## src/rtl/uart_pkg.sv

```systemverilog
// Shared UART receive-side types and constants.
package uart_pkg;

  // Receive-driver FSM states; LISTEN is the idle/armed state.
  typedef enum logic [1:0] {
    LISTEN = 2'd0,
    HOLD   = 2'd1,
    DONE   = 2'd2
  } rx_state_t;

  localparam logic [7:0] ASCII_CR          = 8'h0D;
  localparam int         DEFAULT_MSG_DEPTH = 64;

endpackage

```

## src/rtl/rx_driver_if.sv

```systemverilog
// Message-buffer bus: one write port plus one combinational read port.
interface rx_driver_if #(
  parameter int DEPTH = 64
);
  localparam int AW = $clog2(DEPTH);

  logic          we;
  logic [AW-1:0] waddr;
  logic [7:0]    wdata;
  logic [AW-1:0] raddr;
  logic [7:0]    rdata;

  // Master owns the address/data lines; slave is the storage array.
  modport master (output we, output waddr, output wdata, output raddr, input rdata);
  modport slave  (input we, input waddr, input wdata, input raddr, output rdata);
endinterface

```

## src/rtl/rx_msg_buffer.sv

```systemverilog
// DEPTH x 8 message store: synchronous write, asynchronous read, no reset.
module rx_msg_buffer #(
  parameter int DEPTH = 64
) (
  input  logic        clk,
  rx_driver_if.slave  bus
);

  logic [7:0] mem [DEPTH];

  // Write port: one byte per edge when enabled.
  always_ff @(posedge clk) begin
    if (bus.we) begin
      mem[bus.waddr] <= bus.wdata;
    end
  end

  assign bus.rdata = mem[bus.raddr];

endmodule

```

## src/rtl/rx_driver.sv

```systemverilog
// Captures UART bytes into a message buffer until the terminator or a full
// buffer, acknowledging each byte with a one-cycle RxRead pulse.
module rx_driver
  import uart_pkg::*;
#(
  parameter int         DEPTH = DEFAULT_MSG_DEPTH,
  parameter logic [7:0] TERM  = ASCII_CR
) (
  input  logic                       Enable,
  input  logic                       Reset,
  input  logic                       RxReady,
  input  logic [7:0]                 RxData,
  input  logic                       Clear,
  input  logic [$clog2(DEPTH)-1:0]   RdAddr,
  output logic                       RxRead,
  output logic [7:0]                 RdData,
  output logic [$clog2(DEPTH+1)-1:0] ByteCount,
  output logic                       MsgDone,
  output logic                       Overflow
);

  localparam int AW = $clog2(DEPTH);
  localparam int CW = $clog2(DEPTH+1);
  localparam logic [CW-1:0] DEPTH_C = CW'(DEPTH);

  rx_state_t     state_q, state_d;
  logic [CW-1:0] count_q, count_d;
  logic          last_q, last_d;
  logic          rx_read_q, rx_read_d;
  logic          done_q, done_d;
  logic          ovf_q, ovf_d;
  // Set while a dropped byte is still presented in DONE, so it is acked once.
  logic          drop_busy_q, drop_busy_d;
  logic          wr_en;

  rx_driver_if #(.DEPTH(DEPTH)) buf_bus ();

  rx_msg_buffer #(.DEPTH(DEPTH)) u_buf (
    .clk (Enable),
    .bus (buf_bus)
  );

  assign buf_bus.we    = wr_en;
  assign buf_bus.waddr = count_q[AW-1:0];
  assign buf_bus.wdata = RxData;
  assign buf_bus.raddr = RdAddr;
  assign RdData        = buf_bus.rdata;

  // Next-state and buffer-write decode; Clear outranks any incoming byte.
  always_comb begin
    state_d     = state_q;
    count_d     = count_q;
    last_d      = last_q;
    rx_read_d   = 1'b0;
    done_d      = done_q;
    ovf_d       = ovf_q;
    drop_busy_d = drop_busy_q;
    wr_en       = 1'b0;

    if (Clear) begin
      state_d     = LISTEN;
      count_d     = '0;
      last_d      = 1'b0;
      done_d      = 1'b0;
      ovf_d       = 1'b0;
      drop_busy_d = 1'b0;
    end else begin
      case (state_q)
        LISTEN: begin
          // The count guard keeps the write address in range even if state
          // were ever inconsistent; normally a full buffer already sits in DONE.
          if (RxReady && (count_q < DEPTH_C)) begin
            wr_en     = ~Reset;
            count_d   = count_q + CW'(1);
            rx_read_d = 1'b1;
            last_d    = (RxData == TERM) || ((count_q + CW'(1)) == DEPTH_C);
            state_d   = HOLD;
          end
        end
        HOLD: begin
          if (!RxReady) begin
            if (last_q) begin
              state_d = DONE;
              done_d  = 1'b1;
            end else begin
              state_d = LISTEN;
            end
          end
        end
        DONE: begin
          if (!RxReady) begin
            drop_busy_d = 1'b0;
          end else if (!drop_busy_q) begin
            rx_read_d   = 1'b1;
            ovf_d       = 1'b1;
            drop_busy_d = 1'b1;
          end
        end
        default: state_d = LISTEN;
      endcase
    end
  end

  // State register; Reset overrides Clear and RxReady.
  always_ff @(posedge Enable) begin
    if (Reset) begin
      state_q     <= LISTEN;
      count_q     <= '0;
      last_q      <= 1'b0;
      rx_read_q   <= 1'b0;
      done_q      <= 1'b0;
      ovf_q       <= 1'b0;
      drop_busy_q <= 1'b0;
    end else begin
      state_q     <= state_d;
      count_q     <= count_d;
      last_q      <= last_d;
      rx_read_q   <= rx_read_d;
      done_q      <= done_d;
      ovf_q       <= ovf_d;
      drop_busy_q <= drop_busy_d;
    end
  end

  assign RxRead    = rx_read_q;
  assign ByteCount = count_q;
  assign MsgDone   = done_q;
  assign Overflow  = ovf_q;

endmodule

```

## config.mk

```make
export PLATFORM = sky130hd
export DESIGN_NAME = rx_driver
export DESIGN_NICKNAME = d
export VERILOG_FILES = /design/src/rtl/uart_pkg.sv /design/src/rtl/rx_driver_if.sv /design/src/rtl/rx_msg_buffer.sv /design/src/rtl/rx_driver.sv
export SDC_FILE = /design/constraint.sdc
export NUM_CORES = 1
export LEC_CHECK = 0
export CAP_MARGIN = 30
export CORE_MARGIN = 3
export CORE_UTILIZATION = 55
export DETAILED_ROUTE_END_ITERATION = 8
export PLACE_DENSITY = 0.83
export SLEW_MARGIN = 5
export SYNTH_ARGS = -nofsm -noshare
export SYNTH_HDL_FRONTEND = slang
export SYNTH_SLANG_ARGS = --single-unit
```

## constraint.sdc

```tcl
create_clock -name Enable -period 2.3 [get_ports Enable]
set_input_delay 0.23 -clock Enable [delete_from_list [all_inputs] [get_ports Enable]]
set_output_delay 0.23 -clock Enable [all_outputs]
set_load 0.05 [all_outputs]
```

### Yosys cells after proc, flatten, opt, wreduce, memory -nomap -nowiden

Memories as Yosys holds them, arrays and structs flattened.
Cells that the tools add are included.

| storage, ports and cells | value |
|---|---|
| bits in registers | 14 |
| bits in writable memories | 512 |
| input bits | 18 |
| output and inout bits | 18 |
| word-level logic and storage cells | 42 |
| memories kept | 1 |

| operators by class | value |
|---|---|
| add/sub/neg operators | 1 |
| order comparisons | 1 |
| equality and inequality tests | 6 |
| mux-type cells | 14 |
| bitwise operators | 4 |
| reduce and logical (&&, ||, !) cells | 8 |

Memories:

| name | words | width | read ports | clocked after memory_dff | wr ports | line | RTL |
|---|---|---|---|---|---|---|---|
| u_buf.mem | 64 | 8 | 1 | 0 | 1 | rx_msg_buffer.sv:9 | `logic [7:0] mem [DEPTH];` |

Operators by type and width:

| cell | count |
|---|---|
| 2-to-1 mux 1 bit | 9 |
| AND reduction 3 bit | 3 |
| equality test 8 x 4 -> 1 bit, second input constant | 1 |
| adder 7 x 1 -> 7 bit, second input constant | 1 |
| equality test 7 bit, second input constant | 1 |
| < comparator 7 bit, second input constant | 1 |
| 2-to-1 mux 2 bit | 3 |
| one-hot mux 2 bit (3 select lines) | 1 |
| inequality test 2 bit, second input constant | 2 |
| NOT 1 bit | 4 |
| equality test 2 x 1 -> 1 bit, second input constant | 1 |
| equality test 2 bit, second input constant | 1 |
| logical NOT 2 bit | 1 |
| one-hot mux 1 bit (2 select lines) | 1 |
| AND reduction 2 bit | 1 |
| OR reduction 2 bit | 1 |
| logical AND 1 bit | 1 |
| logical OR 1 bit | 1 |

### Depth between registers and ports, before layout

Gate-level depths: netlist (run 1).

| logic depth | value |
|---|---|
| word-level depth | 7 |
| depth in mapped cells | 9 |

### Hierarchy

Synthesis (run 1) repeated with hierarchy kept, for this count alone.

| unflattened totals | value |
|---|---|
| cell total of the unflattened synthesis | 1001 |
| area total of the unflattened synthesis | 20603.5 µm² |

Modules (own cells, without submodules):

| module | instances | cells an instance | area each (µm²) | seq. area each (µm²) |
|---|---|---|---|---|
| rx_msg_buffer | 1 | 932 | 20006.7 | 15374.7 |
| rx_driver | 1 | 69 | 596.8 | 280.3 |

### Worst setup path before layout (run 1)

Ideal clock, no wire load.

| timing path | value |
|---|---|
| path kind | input port to output port |
| start | input port RdAddr[2] |
| end | output port RdData[7] |
| data arrival time | 2.318 ns |
| required time | 2.070 ns |
| setup slack | -0.248 ns |
| stages | 7 |
| path buffers | 2 |
| path through | buf_2 clkbuf_1 mux4_2 mux2i_1 nand2_1 o2111ai_1 o21ai_0 |

| on the way | value |
|---|---|
| cells in the longest elaborated chain, start to end | 1 |

RTL lines:

| item | line | RTL |
|---|---|---|
| from (decl) | rx_driver.sv:14 | `input logic [$clog2(DEPTH)-1:0] RdAddr,` |
| memory read (64 x 8 bit) | -- |  |
| to (decl) | rx_driver.sv:16 | `output logic [7:0] RdData,` |

No other way between the ends.

### Worst setup path in the final report (run 1)

| timing path | value |
|---|---|
| start | memory u_buf.mem[51][0] |
| end | output port RdData[0] |

| on the way | value |
|---|---|
| cells in the longest elaborated chain, start to end | 1 |

RTL lines:

| item | line |
|---|---|
| from (decl) | rx_msg_buffer.sv:9 |
| memory read (64 x 8 bit) | -- |

No other way between the ends.

==> impl_metrics.json, run 1 <==
{
  "outcome": "complete, but fails checks",
  "failed_checks": "negative setup slack",
  "crit_path_max_fanout": 1,
  "cp.required_ns": 2.07,
  "cts.path.max_buffers": 3,
  "area_delta_synth_final_pct": 19.8,
  "synth-seq-cells": 526,
  "viasPerCell": 6.69,
  "critical_path_class": "reg -> out",
  "n_antenna_cell": 0,
  "drt-pass1-iter-count": 8,
  "syn_avg_cell_area_um2": 20.8,
  "insertion_delay_ns": 0.57,
  "slew_headroom_pct": 48.9,
  "drc": 0,
  "final_common_cell": "edfxtp_1",
  "wl_per_cell_um": 30.9,
  "finalCritPeriodShare_pct": 117,
  "synth_area_um2": 20400,
  "initial_utilization_pct": 56.6,
  "vias": 11300,
  "initialDrtViolationCount": 1797,
  "die_width_um": 199,
  "skew_ns": 0.00686,
  "cts_tree": "yes",
  "die_h_um": 199,
  "grt_max_degree": 65,
  "core-area_um2": 36100,
  "wl_um": 52100,
  "worstMarginPinSlew_ns": 0.765,
  "reg2reg_slack_ns": 0.15,
  "cp_data_arrival_time_ns": 2.47,
  "slew_viol_final": 0,
  "power_w": 0.0201,
  "cts_htree_levels": 2,
  "grt_pass1_vias": 11300,
  "seq_area_frac_synth_pct": 76.7,
  "grt_overflow": 0,
  "crit_path_end_kind": "output port",
  "synthFlopType": "edfxtp_1",
  "setup_ws_ns": -0.397,
  "antenna_found_initial": 0,
  "p_leak_nw": 8.07,
  "grt_first_pass_wirelength_um": 77200,
  "synth_warnings": 0,
  "synth.distinct_cells": 45,
  "drive_gt1_share_pct": 35.8,
  "fillers": 2088,
  "ys_async_sr_fraction_pct": 0,
  "syn_nets": 999,
  "postRouteAntennaNets": 0,
  "cts_setup_buffers": 0,
  "dp_hpwl_um": 31000,
  "track_usage_pct": 27.1,
  "synth_edf_count": 512,
  "p_per_area_nw_per_um2": 821,
  "irDropWorstVdd_uv": 1070,
  "gp_congestion": 1.17,
  "startpoint_type": "flop",
  "final-setup-viol-count": 8,
  "timing.final.hold_violations": 0,
  "cap_viol_max_count": 0,
  "rows": 69,
  "hp-class": "in -> reg",
  "syn_inst": 980,
  "numPortBuffers": 35,
  "final_nets": 1202,
  "utilization_pct": 67.8,
  "fin_crit_ns": 2.70,
  "clock-sinks": 526,
  "die_area_um2": 39500,
  "cts_buffers": 50,
  "clk_pin_slew_ns": 0.06,
  "rsz0062_at_grt": "yes",
  "cts-root-buf": "clkbuf_16",
  "ios": 36,
  "max_freq_mhz": 371,
  "final_cell_mix": "512 x edfxtp_1, 147 x buf_4, 127 x mux4_2, 94 x nor2_1, 50 x clkbuf_16"
}
[cells by family after synthesis]
group	synth area share, %
xor gates and xnor gates	0.214
muxes	15.7
and+or+nand+nor	3.32
DFF	76.7
buffers and inverters	1.45
AOI/OAI and AO/OA	2.59
adders and majority gates	0.0613
[per-layer routing]
metal / GRT usage (%) / wire, um / vias to the layer above
met5: 0 / 0 / -
met1: 38.7 / 19000 / 5746
met4: 9.58 / 2290 / 0
met3: 5.20 / 5620 / 165
met2: 42.9 / 25200 / 881
li1: - / - / 4475
[worst paths after layout]
kind	startpoint	to	cells past startpoint
hold / removal	RxData[2]	u_buf.mem[43][2]$_DFFE_PP_	1
setup / recovery	u_buf.mem[51][0]$_DFFE_PP_	RdData[0]	6
setup reg to reg	ByteCount[4]$_SDFFE_PP0P_	u_buf.mem[16][1]$_DFFE_PP_	3
hold reg to reg	MsgDone$_SDFFE_PP0P_	MsgDone$_SDFFE_PP0P_	2
[Yosys cell counts, types with 2 or more instances]
cell	count	area [um2]
nor3_1	5	25.0
or3b_2	2	17.5
mux4_1	5	131
buf_1	6	22.5
nand3_1	5	25.0
dfxtp_1	14	280
nand4_1	2	12.5
mux2_2	10	113
nor2b_1	5	31.3
a32o_1	7	70.1
nand3b_1	3	22.5
a21oi_1	18	90.1
clkbuf_1	20	75.1
nor2_1	94	353
mux2i_1	19	190
nor3b_1	2	15.0
nand2_1	18	67.6
nand2b_1	6	37.5
and3_1	3	18.8
mux4_2	123	2770
o21ai_1	3	15.0
o32ai_1	6	52.6
o22ai_1	26	163
xor2_1	4	35.0
edfxtp_1	512	15400
buf_2	14	70.1
inv_1	2	7.51
a211oi_1	2	15.0
o21ai_0	14	70.1
or2_2	2	12.5
a31oi_1	3	18.8
buf_4	12	90.1
[registers in the layout, indices dropped and copies added (netlist names)]
name / flops
u_buf.mem: 512
MsgDone: 1
last_q: 1
Overflow: 1
RxRead: 1
drop_busy_q: 1
ByteCount: 7
state_q: 2
[stage by stage]
| stage | hold slack [ns] | setup slack, ns | instances | setup TNS (ns) | instance area, um2 |
|---|---|---|---|---|---|
| final | 0.126 | -0.397 | 1685 | -2.79 | 24500 |
| after global routing | 0.125 | -0.458 | 1685 | -3.16 | 24500 |
| after CTS | 0.113 | -0.363 | 1685 | -2.67 | 24400 |
| after detailed placement | 0.438 | -0.258 | 1591 | -10.39 | 22600 |
| after global placement | 0.439 | -0.209 | 1591 | -5.54 | 22600 |
| after floorplan | 0.329 | 0.0851 | 980 | 0 | 20400 |
[timing repair]
action,CTS,global route
cloned,0,0
hold endpoints to repair,2,0
endpoints found under the setup margin,11,16
gates resized for setup,55,9
hold buffers,1,0
pin swaps,14,0
[cell type report]
class	instances	area (um2)	share of cell area, %
Tap cell	461	577	2.36
Multi-Input combinational cell	398	4660	19.1
Clock buffer	70	1360	5.55
Inverter	2	7.51	0.0307
Clock inverter	23	289	1.18
Sequential cell	526	15700	64.0
Timing Repair Buffer	205	1910	7.83
[power breakdown]
part / leakage [nW] / total [W] / switching (W) / internal, W
clock network: 0.799 / 0.00831 / 0.00349 / 0.00481
logic: 2.55 / 0.00125 / 0.000729 / 0.000522
registers: 4.71 / 0.0105 / 0.00000510 / 0.0105
total: 8.07 / 0.0201 / 0.00423 / 0.0158
[worst max-delay path, stage by stage (launching register included)]
cell and delay (ns):
edfxtp_1 0.37, mux4_2 0.50, mux2_4 0.32, a21oi_4 0.17
o21ai_2 0.10, a32o_2 0.28, buf_8 0.15
(Power assumes the default switching activity.)
==> inputs of run 2 (changes only) <==
CORE_UTILIZATION = 60   (was 55)
PLACE_DENSITY = 0.88   (was 0.83)
clock period = 2.8 ns   (was 2.3 ns; I/O delays follow)
==> impl_metrics.json, run 2 (same netlist as run 1, synthesis figures left out) <==
{
  "outcome": "complete, but fails checks",
  "failed_checks": "negative setup slack",
  "die_width_um": 190,
  "worstPathCellList": "mux4_2 > mux2_2 > o221ai_2 > o21ai_2 > a32o_2 > buf_6",
  "pre_cts_ws_ns": 0.0156,
  "rows": 66,
  "die_h_um": 190,
  "timing.final.hold_violations": 0,
  "crit_path_end_kind": "output port",
  "track_usage_pct": 29.4,
  "grt_overflow": 0,
  "numPortBuffers": 35,
  "antenna_found_initial": 1,
  "grt_max_degree": 65,
  "fin_crit_ns": 2.89,
  "core-area_um2": 33000,
  "insertion_delay_ns": 0.57,
  "cp_slowest_cell": "mux4_2",
  "cts_tree": "yes",
  "die_area_um2": 36300,
  "multi_input_area_um2": 4590,
  "irDropWorstVdd_uv": 500,
  "final-setup-viol-count": 1,
  "ios": 36,
  "final_common_cell": "edfxtp_1",
  "cap_viol_max_count": 0,
  "initial_utilization_pct": 61.8,
  "worstMarginPinSlew_ns": 0.822,
  "cts_buffers": 50,
  "top_register": "u_buf.mem",
  "cp.required_ns": 2.52,
  "power_w": 0.0162,
  "viasPerCell": 6.86,
  "hold_buffers": 0,
  "fin_setup_tns_ns": -0.0863,
  "n_antenna_cell": 0,
  "wl_um": 51800,
  "drc": 0,
  "area_delta_synth_final_pct": 16.8,
  "gp_congestion": 0.852,
  "p_per_area_nw_per_um2": 679,
  "drive_gt1_share_pct": 32.6,
  "max_stage_delay_ns": 0.49,
  "cts_htree_levels": 2,
  "largest_register_ffs": 512,
  "skew_ns": 0.0194,
  "startpoint_type": "flop",
  "postRouteAntennaNets": 0,
  "slew_viol_final": 0,
  "cts.path.max_buffers": 3,
  "clock-sinks": 526,
  "clk_pin_slew_ns": 0.07,
  "grt_pass1_vias": 11500,
  "drt-pass1-iter-count": 5,
  "cp_data_arrival_time_ns": 2.61,
  "rsz0062_at_grt": "yes",
  "finalCritPeriodShare_pct": 103,
  "final_nets": 1156,
  "max_freq_mhz": 346,
  "cts-root-buf": "clkbuf_16",
  "initialDrtViolationCount": 1745,
  "p_leak_nw": 7.70,
  "critical_path_class": "reg -> out",
  "setup_ws_ns": -0.0863,
  "grt_first_pass_wirelength_um": 76900,
  "slew_headroom_pct": 45.1,
  "dp_hpwl_um": 29800,
  "fillers": 1761,
  "hp-class": "in -> reg",
  "regArea_um2": 15700,
  "crit_path_max_fanout": 1,
  "final_cell_mix": "512 x edfxtp_1, 128 x mux4_2, 111 x buf_4, 94 x nor2_1, 51 x clkbuf_16",
  "wl_per_cell_um": 32.0,
  "vias": 11100
}
==> run 2: cell count changes in the layout (fill, tap and decap cells not counted), sizes merged, moves of 2 or more <==
cell	delta
buf	-45
clkbuf	-8
clkdlybuf4s50	+3
clkinv	+10
dlygate4sd2	-3
inv	-2
==> run 2: cell type report <==
class	instances	share of cell area, %
Sequential cell	526	65.6
Multi-Input combinational cell	398	19.2
Timing Repair Buffer	159	6.14
Clock buffer	62	5.52
Tap cell	442	2.32
Clock inverter	30	1.13
Inverter	2	0.0315
==> run 2: timing repair <==
item | in CTS | in global routing
resized for setup | 32 | 20
endpoints found under the setup margin | 8 | 8
pin swaps | 5 | 6
buffers inserted | 0 | 0
==> run 2: final timing paths <==
check	startpoint	end	slack, ns	cells after the start
max	u_buf.mem[5][2]$_DFFE_PP_	RdData[2]	-0.09	6
min reg2reg	MsgDone$_SDFFE_PP0P_	MsgDone$_SDFFE_PP0P_	0.45	2
max reg2reg	state_q[1]$_SDFFE_PP0P_	u_buf.mem[37][3]$_DFFE_PP_	0.43	6
min	RxData[0]	u_buf.mem[30][0]$_DFFE_PP_	0.21	1
==> run 2: worst max-delay path, delay by kind of cell, from the launching register on <==
| kind | cells | cell delay (ns) |
|---|---|---|
| mux | 2 | 0.80 |
| compound gates | 3 | 0.63 |
| flops | 1 | 0.42 |
| buf+inv | 1 | 0.17 |
==> run 2: power by group <==
part / internal (W) / leakage (nW) / switching [W]
logic: 0.000383 / 2.21 / 0.000566
registers: 0.00863 / 4.71 / 0.00000505
clock network: 0.00379 / 0.775 / 0.00282
total: 0.0128 / 7.70 / 0.00339
==> run 2: metrics by stage <==
stage	instances	utilization, %	instance area, um2	hold slack (ns)
finish	1619	72.2	23900	0.205
floorplan	980	-	20400	0.379
global placement	1526	66.9	22100	0.439
detailed placement	1527	67.0	22100	0.444
global route	1619	72.2	23900	0.209
CTS	1619	72.0	23800	0.198
==> run 2: layer usage <==
metal	routed length [um]	vias up	share of wire, %	track usage, %
met1	17700	5549	34	39.9
met2	25300	960	49	46.7
li1	-	4386	-	-
met5	11	-	0.021	0
met3	6000	211	12	6.53
met4	2730	2	5.3	13.5
==> inputs of run 3 (changes only) <==
PLACE_DENSITY = 0.77   (was 0.88)
SYNTH_HIERARCHICAL = 1   (was unset)
==> impl_metrics.json, run 3 <==
{
  "outcome": "complete, but fails checks",
  "failed_checks": "negative setup slack",
  "track_usage_pct": 26.5,
  "die_width_um": 191,
  "initialDrtViolationCount": 1273,
  "synth.top_cell.area_share_pct": 74.6,
  "syn_nets": 1020,
  "grt_max_degree": 66,
  "cts_tree": "yes",
  "vias": 10800,
  "viasPerCell": 6.46,
  "cap_viol_max_count": 0,
  "final_cell_mix": "512 x edfxtp_1, 137 x buf_4, 126 x mux4_2, 88 x nor2_1, 50 x clkbuf_16",
  "cts_buffers": 49,
  "cp.required_ns": 2.52,
  "fillers": 1940,
  "fin_setup_tns_ns": -0.0426,
  "synth.most_common_cell": "edfxtp_1",
  "cts_setup_buffers": 0,
  "ios": 36,
  "crit_path_max_fanout": 1,
  "insertion_delay_ns": 0.57,
  "worstMarginPinSlew_ns": 0.965,
  "gp_congestion": 0.860,
  "final_area_um2": 24200,
  "crit_path_end_kind": "output port",
  "synthFlopType": "edfxtp_1",
  "drive_gt1_share_pct": 32.9,
  "syn_avg_cell_area_um2": 20.6,
  "die_h_um": 191,
  "slew_headroom_pct": 35.1,
  "final-setup-viol-count": 3,
  "multi_input_area_um2": 4830,
  "p_leak_nw": 7.82,
  "antenna_found_initial": 1,
  "final_nets": 1200,
  "clock-sinks": 526,
  "drt-pass1-iter-count": 5,
  "dp_hpwl_um": 29000,
  "placed_cell_area_um2": 22400,
  "p_per_area_nw_per_um2": 659,
  "postRouteAntennaNets": 0,
  "synth_area_um2": 20600,
  "startpoint_type": "flop",
  "grt_pass1_vias": 10900,
  "hp-class": "in -> reg",
  "grt_first_pass_wirelength_um": 70100,
  "fin_crit_ns": 2.83,
  "whs_ns": 0.0624,
  "seq_area_frac_synth_pct": 76.0,
  "grt_overflow": 0,
  "synthTopCellsByCount": "512 x edfxtp_1, 126 x mux4_2, 91 x nor2_1",
  "top_register": "u_buf/mem",
  "setup_ws_ns": -0.0257,
  "cts-root-buf": "clkbuf_16",
  "wl_per_cell_um": 28.1,
  "rows": 67,
  "rsz0062_at_grt": "yes",
  "core-area_um2": 33700,
  "synth.distinct_cells": 52,
  "finalCritPeriodShare_pct": 101,
  "regArea_um2": 15700,
  "numPortBuffers": 35,
  "synth-seq-cells": 526,
  "slew_viol_final": 0,
  "max_freq_mhz": 354,
  "ys_async_sr_fraction_pct": 0,
  "irDropWorstVdd_uv": 479,
  "wl_um": 46800,
  "critical_path_class": "reg -> out",
  "cts.path.max_buffers": 3,
  "synth_edf_count": 512,
  "hold_buffers": 0,
  "synth_top_area_cell": "edfxtp_1",
  "cp_data_arrival_time_ns": 2.55,
  "area_delta_synth_final_pct": 17.3,
  "power_w": 0.0159,
  "clk_pin_slew_ns": 0.06,
  "drc": 0,
  "synthTopCellsByArea": "edfxtp_1 75%, mux4_2 14%, nor2_1 1.7%",
  "cts_htree_levels": 2,
  "initial_utilization_pct": 61.1,
  "skew_ns": 0.0248,
  "syn_inst": 1001,
  "largest_register_ffs": 512,
  "final_common_cell": "edfxtp_1",
  "die_area_um2": 36600,
  "timing.final.hold_violations": 0,
  "synth_warnings": 6
}
==> run 3: cell types whose count changed in the layout (fill, tap and decap cells not counted), moves of 6 or more <==
cell,delta
buf_4,+26
nor2_1,-6
a32o_2,-6
o221ai_1,+8
nor2b_1,+12
o22ai_1,-13
nand3_1,+12
o32ai_1,-6
==> run 3: per-layer routing <==
metal / track usage (%) / vias up / routed length, um / share of wire [%]
met5: 0 / - / 0 / 0
met4: 9.06 / 0 / 1500 / 3.2
met3: 4.75 / 89 / 4190 / 9.0
met2: 43.3 / 583 / 23400 / 50
met1: 37.0 / 5592 / 17700 / 38
li1: - / 4497 / - / -
==> run 3: layout make-up <==
| type | count | area share, % |
|---|---|---|
| clock inverters | 25 | 0.984 |
| repair buffers | 182 | 6.49 |
| inverters | 2 | 0.0311 |
| multi-input cells | 420 | 20.0 |
| diodes | 1 | 0.0104 |
| well taps | 448 | 2.32 |
| clock buffers | 63 | 5.38 |
| flip-flops and latches | 526 | 64.8 |
==> run 3: worst max-delay path, cell delays in order, from the launching register on <==
cell      delay (ns)
edfxtp_1        0.38
mux4_2          0.47
mux2_4          0.30
o221a_4         0.28
nor3_4          0.16
buf_6           0.15
o32ai_2         0.09
buf_6           0.16
==> run 3: timing repair <==
item / 4_1_cts / 5_1_grt
resized for setup: 34 / 10
pin swaps: 6 / 6
setup endpoints to repair: 8 / 8
==> run 3: kinds of logic after synthesis <==
family          synth area share (%)
xor+xnor                      0.0425
simple gates                    4.21
compound gates                  2.44
mux                             15.6
buf+inv                         1.62
flops                           76.0
fa+ha+maj                     0.0607
==> run 3: path summary, 6_finish.rpt <==
check	cells past startpoint	startpoint	end	slack [ns]
max	7	u_buf/mem[16][4]$_DFFE_PP_	RdData[4]	-0.03
min	3	RxData[3]	last_q$_SDFFE_PP0P_	0.06
max reg2reg	6	state_q[1]$_SDFFE_PP0P_	u_buf/mem[34][2]$_DFFE_PP_	0.23
min reg2reg	2	MsgDone$_SDFFE_PP0P_	MsgDone$_SDFFE_PP0P_	0.48
==> run 3: through the flow <==
step,std cells,util [%],worst slack (ns)
finish,1667,71.7,-0.0257
global route,1666,71.7,-0.107
CTS,1666,71.6,-0.0864
detailed placement,1578,66.5,-0.234
global placement,1578,66.5,-0.208
floorplan,1001,-,0.0643
==> run 3: report_power, final <==
group	switching [W]	internal, W
Clock	0.00271	0.00365
Sequential	0.00000687	0.00864
Combinational	0.000553	0.000384
Total	0.00327	0.0127
